--- config.mk ---
export PLATFORM = sky130hd
export DESIGN_NAME = dvi_decoder_channel_flat
export DESIGN_NICKNAME = d
export VERILOG_FILES = /design/src/rtl/dvi_decoder_channel_if.sv /design/src/rtl/dvi_decoder_channel.sv /design/src/flat_wrapper.sv
export SDC_FILE = /design/constraint.sdc
export NUM_CORES = 1
export LEC_CHECK = 0
export CORE_MARGIN = 2
export CORE_UTILIZATION = 48
export CTS_CLUSTER_SIZE = 28
export DETAILED_ROUTE_END_ITERATION = 10
export PLACE_DENSITY = 0.84
export SLEW_MARGIN = 20
export SYNTH_ARGS = -nofsm -noshare
export SYNTH_HDL_FRONTEND = slang
export SYNTH_SLANG_ARGS = --single-unit
--- constraint.sdc ---
create_clock -name pclk -period 1.8 [get_ports pclk]
set_input_delay 0.45 -clock pclk [delete_from_list [all_inputs] [get_ports pclk]]
set_output_delay 0.45 -clock pclk [all_outputs]
set_load 0.01 [all_outputs]
--- src/rtl/dvi_decoder_channel_if.sv ---
// Per-channel link between a 1:10 deserializer and its TMDS decoder.
// The master side is the deserializer; the slave side is the decoder.
interface dvi_decoder_channel_if;
   logic [9:0] raw_din;
   logic       bitslip;
   logic       aligned;
   logic [7:0] dout;
   logic       c0;
   logic       c1;
   logic       de;

   modport master (
      output raw_din,
      input  bitslip, aligned, dout, c0, c1, de
   );

   modport slave (
      input  raw_din,
      output bitslip, aligned, dout, c0, c1, de
   );
endinterface

--- src/rtl/dvi_decoder_channel.sv ---
// TMDS receive channel: word alignment by control-token hunting,
// bitslip requests to the deserializer, and 10b->8b decode.
module dvi_decoder_channel #(
   parameter int SEARCH_CYCLES = 2048,
   parameter int LOCK_TOKENS   = 8,
   parameter int SLIP_WAIT     = 16
) (
   input logic                 pclk,
   input logic                 reset,
   dvi_decoder_channel_if.slave chan
);

   localparam int CW = (SEARCH_CYCLES > 1) ? $clog2(SEARCH_CYCLES) : 1;
   localparam int TW = (LOCK_TOKENS > 1) ? $clog2(LOCK_TOKENS) : 1;
   localparam int WW = (SLIP_WAIT > 1) ? $clog2(SLIP_WAIT) : 1;

   typedef enum logic [1:0] {
      SEARCH,
      SLIP,
      WAIT,
      LOCKED
   } state_t;

   state_t        state;
   logic [CW-1:0] search_cnt;
   logic [TW-1:0] token_run;
   logic [WW-1:0] wait_cnt;
   logic          bitslip_q;
   logic          aligned_q;
   logic [7:0]    dout_q;
   logic          c0_q;
   logic          c1_q;
   logic          de_q;

   logic          tok;
   logic [1:0]    tok_c;
   logic [7:0]    d;
   logic [6:0]    x;
   logic [7:0]    q;

   // Recognise the four control tokens and their c1c0 payload.
   always_comb begin
      tok   = 1'b1;
      tok_c = 2'b00;
      unique case (1'b1)
         (chan.raw_din == 10'h354): tok_c = 2'b00;
         (chan.raw_din == 10'h0AB): tok_c = 2'b01;
         (chan.raw_din == 10'h154): tok_c = 2'b10;
         (chan.raw_din == 10'h2AB): tok_c = 2'b11;
         default:                   tok   = 1'b0;
      endcase
   end

   // Undo the optional inversion, then the XOR/XNOR chain.
   always_comb begin
      d = chan.raw_din[9] ? ~chan.raw_din[7:0] : chan.raw_din[7:0];
      x = d[7:1] ^ d[6:0];
      q = {chan.raw_din[8] ? x : ~x, d[0]};
   end

   // Alignment FSM; search_cnt doubles as the LOCKED watchdog.
   always_ff @(posedge pclk or posedge reset) begin
      if (reset) begin
         state      <= SEARCH;
         search_cnt <= '0;
         token_run  <= '0;
         wait_cnt   <= '0;
         bitslip_q  <= 1'b0;
         aligned_q  <= 1'b0;
      end else begin
         bitslip_q <= 1'b0;
         case (state)
            SEARCH: begin
               search_cnt <= search_cnt + 1'b1;
               token_run  <= tok ? token_run + 1'b1 : '0;
               if (tok && token_run == TW'(LOCK_TOKENS - 1)) begin
                  state      <= LOCKED;
                  aligned_q  <= 1'b1;
                  search_cnt <= '0;
                  token_run  <= '0;
               end else if (search_cnt == CW'(SEARCH_CYCLES - 1)) begin
                  state      <= SLIP;
                  bitslip_q  <= 1'b1;
                  search_cnt <= '0;
                  token_run  <= '0;
               end
            end
            SLIP: begin
               state    <= WAIT;
               wait_cnt <= '0;
            end
            WAIT: begin
               if (wait_cnt == WW'(SLIP_WAIT - 1)) begin
                  state      <= SEARCH;
                  search_cnt <= '0;
                  token_run  <= '0;
               end else begin
                  wait_cnt <= wait_cnt + 1'b1;
               end
            end
            LOCKED: begin
               if (tok) begin
                  search_cnt <= '0;
               end else if (search_cnt == CW'(SEARCH_CYCLES - 1)) begin
                  state      <= SEARCH;
                  aligned_q  <= 1'b0;
                  search_cnt <= '0;
                  token_run  <= '0;
               end else begin
                  search_cnt <= search_cnt + 1'b1;
               end
            end
            default: state <= SEARCH;
         endcase
      end
   end

   // Registered decode; silent until aligned, c0/c1 hold across data.
   always_ff @(posedge pclk or posedge reset) begin
      if (reset) begin
         dout_q <= '0;
         de_q   <= 1'b0;
         c0_q   <= 1'b0;
         c1_q   <= 1'b0;
      end else if (state == LOCKED) begin
         if (tok) begin
            dout_q       <= '0;
            de_q         <= 1'b0;
            {c1_q, c0_q} <= tok_c;
         end else begin
            dout_q <= q;
            de_q   <= 1'b1;
         end
      end else begin
         dout_q <= '0;
         de_q   <= 1'b0;
         c0_q   <= 1'b0;
         c1_q   <= 1'b0;
      end
   end

   assign chan.bitslip = bitslip_q;
   assign chan.aligned = aligned_q;
   assign chan.dout    = dout_q;
   assign chan.c0      = c0_q;
   assign chan.c1      = c1_q;
   assign chan.de      = de_q;

endmodule

--- src/flat_wrapper.sv ---
// flat-port wrapper written by rule: the top's interface ports become plain ports
module dvi_decoder_channel_flat 
#(
   parameter int SEARCH_CYCLES = 2048,
   parameter int LOCK_TOKENS   = 8,
   parameter int SLIP_WAIT     = 16
)
  (pclk, reset, chan_raw_din, chan_bitslip, chan_aligned, chan_dout, chan_c0, chan_c1, chan_de);
  dvi_decoder_channel_if chan_i ();
  input logic pclk;
  input logic reset;
  input wire logic [$bits(chan_i.raw_din)-1:0] chan_raw_din;
  output wire logic [$bits(chan_i.bitslip)-1:0] chan_bitslip;
  output wire logic [$bits(chan_i.aligned)-1:0] chan_aligned;
  output wire logic [$bits(chan_i.dout)-1:0] chan_dout;
  output wire logic [$bits(chan_i.c0)-1:0] chan_c0;
  output wire logic [$bits(chan_i.c1)-1:0] chan_c1;
  output wire logic [$bits(chan_i.de)-1:0] chan_de;
  assign chan_i.raw_din = chan_raw_din;
  assign chan_bitslip = chan_i.bitslip;
  assign chan_aligned = chan_i.aligned;
  assign chan_dout = chan_i.dout;
  assign chan_c0 = chan_i.c0;
  assign chan_c1 = chan_i.c1;
  assign chan_de = chan_i.de;
  dvi_decoder_channel #(.SEARCH_CYCLES(SEARCH_CYCLES), .LOCK_TOKENS(LOCK_TOKENS), .SLIP_WAIT(SLIP_WAIT)) u_core (.pclk(pclk), .reset(reset), .chan(chan_i));
endmodule
**Word-level counts from Yosys, hierarchy flattened**

Cells that the tools add are included.

- ROM bits: 0
- Memories kept: 0
- Output and inout port bits: 13
- Register bits: 33
- Latch bits: 0
- Bits of input ports: 12
- Memory bits (writable): 0

- Eq/ne operators: 17
- Muxes and demuxes: 39
- Multiply operators: 0
- Div/mod/pow operators: 0
- Add/subtract/negate cells: 3
- $lt $le $gt $ge: 0
- Reductions and logical operators: 11
- Bitwise operators: 3
- Shift operators: 0

Operators with widths:

| cell | number |
|---|---|
| 11-bit 2-to-1 mux | 4 |
| 11-bit one-hot mux with 3 select lines | 1 |
| 8-bit 2-to-1 mux | 3 |
| 10-bit == test (second input constant) | 2 |
| 3-bit 2-to-1 mux | 6 |
| 1-bit 2-to-1 mux | 13 |
| 4-bit AND reduction | 3 |
| 11-bit by 1-bit adder with 11-bit output (second input constant) | 1 |
| 11-bit == test (second input constant) | 1 |
| 10-bit by 8-bit == test with 1-bit output (second input constant) | 1 |
| 10-bit by 9-bit == test with 1-bit output (second input constant) | 1 |
| 2-bit 2-to-1 mux | 5 |
| 3-bit one-hot mux with 3 select lines | 1 |
| 2-bit by 1-bit inequality test with 1-bit output (second input constant) | 4 |
| 8-bit NOT | 1 |
| 2-bit one-hot mux with 4 select lines | 1 |
| 4-bit one-hot mux with 2 select lines | 1 |
| 7-bit 2-to-1 mux | 1 |
| 7-bit NOT | 1 |
| 7-bit XOR | 1 |
| 2-bit one-hot mux with 3 select lines | 1 |
| 4-bit by 1-bit adder with 4-bit output (second input constant) | 1 |
| 2-bit == test (second input constant) | 2 |
| 4-bit == test (second input constant) | 1 |
| other kinds (13) | 16 |

**Longest topological paths before layout**

- Depth after elaboration: 7
- Depth in mapped cells: 8

**Worst setup path before layout**

OpenSTA, ideal clock, no wires.

- Path type: register to register
- From: register u_core.search_cnt[0]
- To: register u_core.token_run[0]
- Period minus slack after synthesis: 1,824 ps
- Slack: -24 ps
- Arrival time: 1,699 ps
- Stages on the path, launching flop included: 7
- Path through: dfrtp_1 > ha_1 > and4_1 > nand4_4 > o311ai_4 > nand3_2 > mux2_4

- Word-level cells in the longest chain between the ends: 4

RTL lines:

| item | RTL line | RTL |
|---|---|---|
| start: declaration | dvi_decoder_channel.sv:25 | `logic [CW-1:0] search_cnt;` |
| start signal: assignment | dvi_decoder_channel.sv:74 | `search_cnt <= search_cnt + 1'b1;` |
| start signal: assignment | dvi_decoder_channel.sv:110 | `search_cnt <= search_cnt + 1'b1;` |
| 11-bit == test (*) | dvi_decoder_channel.sv:81, dvi_decoder_channel.sv:104 |  |
| 3-bit 2-to-1 mux | dvi_decoder_channel.sv:81 | `end else if (search_cnt == CW'(SEARCH_CYCLES - 1)) begin` |
| 3-bit 2-to-1 mux | dvi_decoder_channel.sv:76 | `if (tok && token_run == TW'(LOCK_TOKENS - 1)) begin` |
| 3-bit one-hot mux with 3 select lines | dvi_decoder_channel.sv:72 | `case (state)` |
| end signal: assignment | dvi_decoder_channel.sv:75 | `token_run <= tok ? token_run + 1'b1 : '0;` |
| end: declaration | dvi_decoder_channel.sv:26 | `logic [TW-1:0] token_run;` |

Mark *: on every way between the ends. The rest lies on a longest branch, timed or not.
A chain may end at the register's enable or synchronous reset.

**Worst setup path in the final report**

- From: register u_core.search_cnt[1]
- To: register u_core.token_run[0]

Same word-level chain as after synthesis.

==> flow_summary.yaml <==
die:
  core_um2: 3416
  ios: 25
  start_util_pct: 51.47
  die-area_um2: 4162
  width_of_the_die_um: 64.52
  die_y_um: 64.52
  count_of_standard_cell_rows: 21
cts:
  cts_root_buffer: "sky130_fd_sc_hd__clkbuf_4"
  cts.clk_slew.worst_paths_ns: 0.09
  cts_hold_buf: 0
  clock_insertion_delay_worst_skew_ns: 0.33
  clock_sink_count: 33
  clock_tree.htree_level_count: 2
  tritoncts.num_buffers: 5
  tritoncts_clock_tree: "built"
  largest_buffer_count_on_any_clock_path: 2
cells_and_area:
  layout.cell_area.non_filler_um2: 2335
  share_of_final_layout_standard_cells_stronger_than_drive_strength_1_pct: 23.50
  num_antenna_cells: 0
  area.growth.synth_to_final_pct: 32.81
  num-nets-final: 233
  fillCellCount: 254
drt:
  first_pass_iters: 2
  ant_nets: 0
  num_vias: 1358
  detail_route.iter0.violations: 68
  met3WireLength_um: 116
  vias_per_cell: 5.163
  drc: 0
  top_layer_used: "met4"
  avgRoutedWirePerCell_um: 13.92
  met1Wirelength_um: 1494
  detailroute.wirelength.met2_um: 1999
  totalWireLength_um: 3662
yosys:
  synthTopCellsByCount: "sky130_fd_sc_hd__dfrtp_1, sky130_fd_sc_hd__nor2_1, sky130_fd_sc_hd__xnor2_1, sky130_fd_sc_hd__inv_1, sky130_fd_sc_hd__nand2_1"
  syn_nets: 183
  post_synth_main_area_contributors: "sky130_fd_sc_hd__dfrtp_1, sky130_fd_sc_hd__xnor2_1, sky130_fd_sc_hd__nor2_1, sky130_fd_sc_hd__ha_1, sky130_fd_sc_hd__inv_1"
  async_reset_ff_share_pct: 100.0
  yosys.cell_types.count: 42
  syn_avg_cell_area_um2: 10.53
  yosysWarnings: 0
  synth.cell_area_um2: 1758
  cell_with_the_most_instances_after_synthesis: "sky130_fd_sc_hd__dfrtp_1"
  synth_edf_count: 0
  seq_area_frac_synth_pct: 46.98
  ys_ff_latch: 33
  synth_area_leader_cell: "sky130_fd_sc_hd__dfrtp_1"
  yosys_most_used_dff: "sky130_fd_sc_hd__dfrtp_1"
  yosys.area.top_type_share_pct: 46.98
  synth_cells: 167
setup_path:
  timing.setup.critical_path_class: "reg2reg"
  critPathMaxStageDelay_ns: 0.36
  path_cells: "ha_2, and4_4, nand4_4, buf_4, and4bb_1, mux2_4"
  critPathMaxFanout: 8
  critical_path.slowest_cell: "sky130_fd_sc_hd__dfrtp_1"
  critical_path.endpoint_type: "flip-flop"
  worstPathArrival_ns: 1.92
  worst_ep_required_time_ns: 2.02
  worst-r2r-cell-count: 6
  start_kind: "flip-flop"
pwr:
  share_clk_of_total_power_pct: 23.3
  power_switching_share_pct: 29.00
  power.total_mw: 1.813
  net-switching-power_mw: 0.5256
  cellInternalPower_mw: 1.287
  power_frac_seq_pct: 53.7
  power.static_leakage_nw: 1.036
  power.density_cell_area_nw_per_um2: 776.3
  vdd.ir_drop.worst_v: 0.0004472
  p_comb_share_pct: 23.1
timing:
  fin_crit_period_ns: 1.701
  slew_viol_final: 0
  rsz0062_at_grt: "false"
  timing.clock.skew_ns: 0.006167
  post-route-period-util_pct: 94.48
  timing.max_slew.rel_slack_pct: 72.06
  finalSetupViolations: 0
  achievable-frequency_mhz: 588.0
  final-hold-violation-count: 0
  max_slew.worst_pin.slew_ns: 0.4190
global_route:
  grt_start_max_net_pins: 34
  globalRoute.totalOverflow: 0
  antenna_violations_before_repair: 0
  grt_pass1_vias: 1426
  grt_first_pass_wirelength_um: 6410
  globalRouteTotalUtil_pct: 20.12
placed_design:
  place_congestion: 0.7616
  placed_area_um2: 2182
  port_buffers: 24
  dp_hpwl_um: 2589
status:
  status: "finished, final reports clean"
hold_path:
  worst_hold_path_type: "in2async"
run:
  timing.max_cap.violations: 0
kinds of logic after synthesis:
| group | Yosys count | synth area share (%) |
|---|---|---|
| compound gates | 21 | 11.25 |
| xor+xnor | 19 | 9.466 |
| fa+ha+maj | 4 | 2.847 |
| buf+inv | 15 | 3.986 |
| flops | 33 | 46.97 |
| mux | 3 | 1.993 |
| simple gates | 72 | 23.49 |
sequential cells by signal (all words and copies together), names as in the netlist:
signal	cells
u_core.chan.aligned	1
u_core.chan.bitslip	1
u_core.chan.c0	1
u_core.chan.c1	1
u_core.chan.de	1
u_core.chan.dout	8
u_core.search_cnt	11
u_core.state	2
u_core.token_run	3
u_core.wait_cnt	4
critical path, delay by kind of cell, from the launching register on:
| kind | cells | cell delay (ns) |
|---|---|---|
| and+or+nand+nor | 3 | 0.58 |
| muxes | 1 | 0.27 |
| adders and majority gates | 1 | 0.18 |
| buffers and inverters | 1 | 0.20 |
| DFF | 1 | 0.36 |
path summary, 6_finish.rpt:
path	endpoint	slack, ns	from
max	u_core.token_run[0]	0.1	u_core.search_cnt[1]
min	u_core.search_cnt[7]	0.51	reset
max reg2reg	u_core.token_run[0]	0.1	u_core.search_cnt[1]
min reg2reg	u_core.chan.aligned	0.52	u_core.chan.aligned
max in group asynchronous	u_core.search_cnt[2]	0.99	reset
min in group pclk	u_core.chan.aligned	0.52	u_core.chan.aligned
cells in the final DEF (no fill, tap or decap), types with 5 or more instances in the layout:
cell type and n:
sky130_fd_sc_hd__clkbuf_4 5, sky130_fd_sc_hd__dlygate4sd2_1 5, sky130_fd_sc_hd__clkdlybuf4s50_1 15, sky130_fd_sc_hd__nand3_1 7, sky130_fd_sc_hd__xnor2_1 19, sky130_fd_sc_hd__a21oi_1 6, sky130_fd_sc_hd__dfrtp_1 33, sky130_fd_sc_hd__nor3_1 6
sky130_fd_sc_hd__nor2_1 23, sky130_fd_sc_hd__buf_4 19, sky130_fd_sc_hd__nand2_1 10, sky130_fd_sc_hd__inv_1 10
area by class of cell:
class                      count  area (µm²)  area share (%)
inverter                      11       41.29           1.768
tap                           46       57.56           2.465
clock buffer                   7       55.05           2.358
sequential                    33       825.8           35.37
multi-input combinational    119       917.1           39.28
timing repair buffer          47       437.9           18.76
per-stage QoR:
step | hold WS [ns] | util (%) | worst slack (ns) | cells | TNS, ns
floorplan | 0.4584 | - | 0.003717 | 167 | 0
global placement | 0.4886 | 63.88 | -0.4666 | 252 | -10.53
detailed placement | 0.4901 | 63.88 | -0.5298 | 252 | -11.72
CTS | 0.5132 | 67.11 | 0.003490 | 262 | 0
global route | 0.5500 | 68.35 | 0.006961 | 263 | 0
finish | 0.5067 | 68.35 | 0.09931 | 263 | 0
timing repair:
item	in CTS	in global routing
setup endpoints to repair	26	15
hold endpoints to repair	0	0
buffers inserted	3	1
resized for setup	12	12
pin swaps	7	13
layer usage:
layer | vias to the layer above | GRT usage [%]
met4 | 0 | 7.713
met1 | 653 | 23.47
met3 | 6 | 3.819
met2 | 25 | 36.46
li1 | 674 | -
met5 | - | 0
power groups by stage:
stage / Sequential, mW / Combinational, mW / Clock [mW]
2_1_floorplan: 0.981 / 0.228 / 0
3_3_place_gp: 0.984 / 0.378 / 0
3_5_place_dp: 0.990 / 0.390 / 0
4_1_cts: 0.974 / 0.396 / 0.441
5_1_grt: 0.988 / 0.463 / 0.466
6_report: 0.973 / 0.418 / 0.422
(Power assumes the default switching activity.)
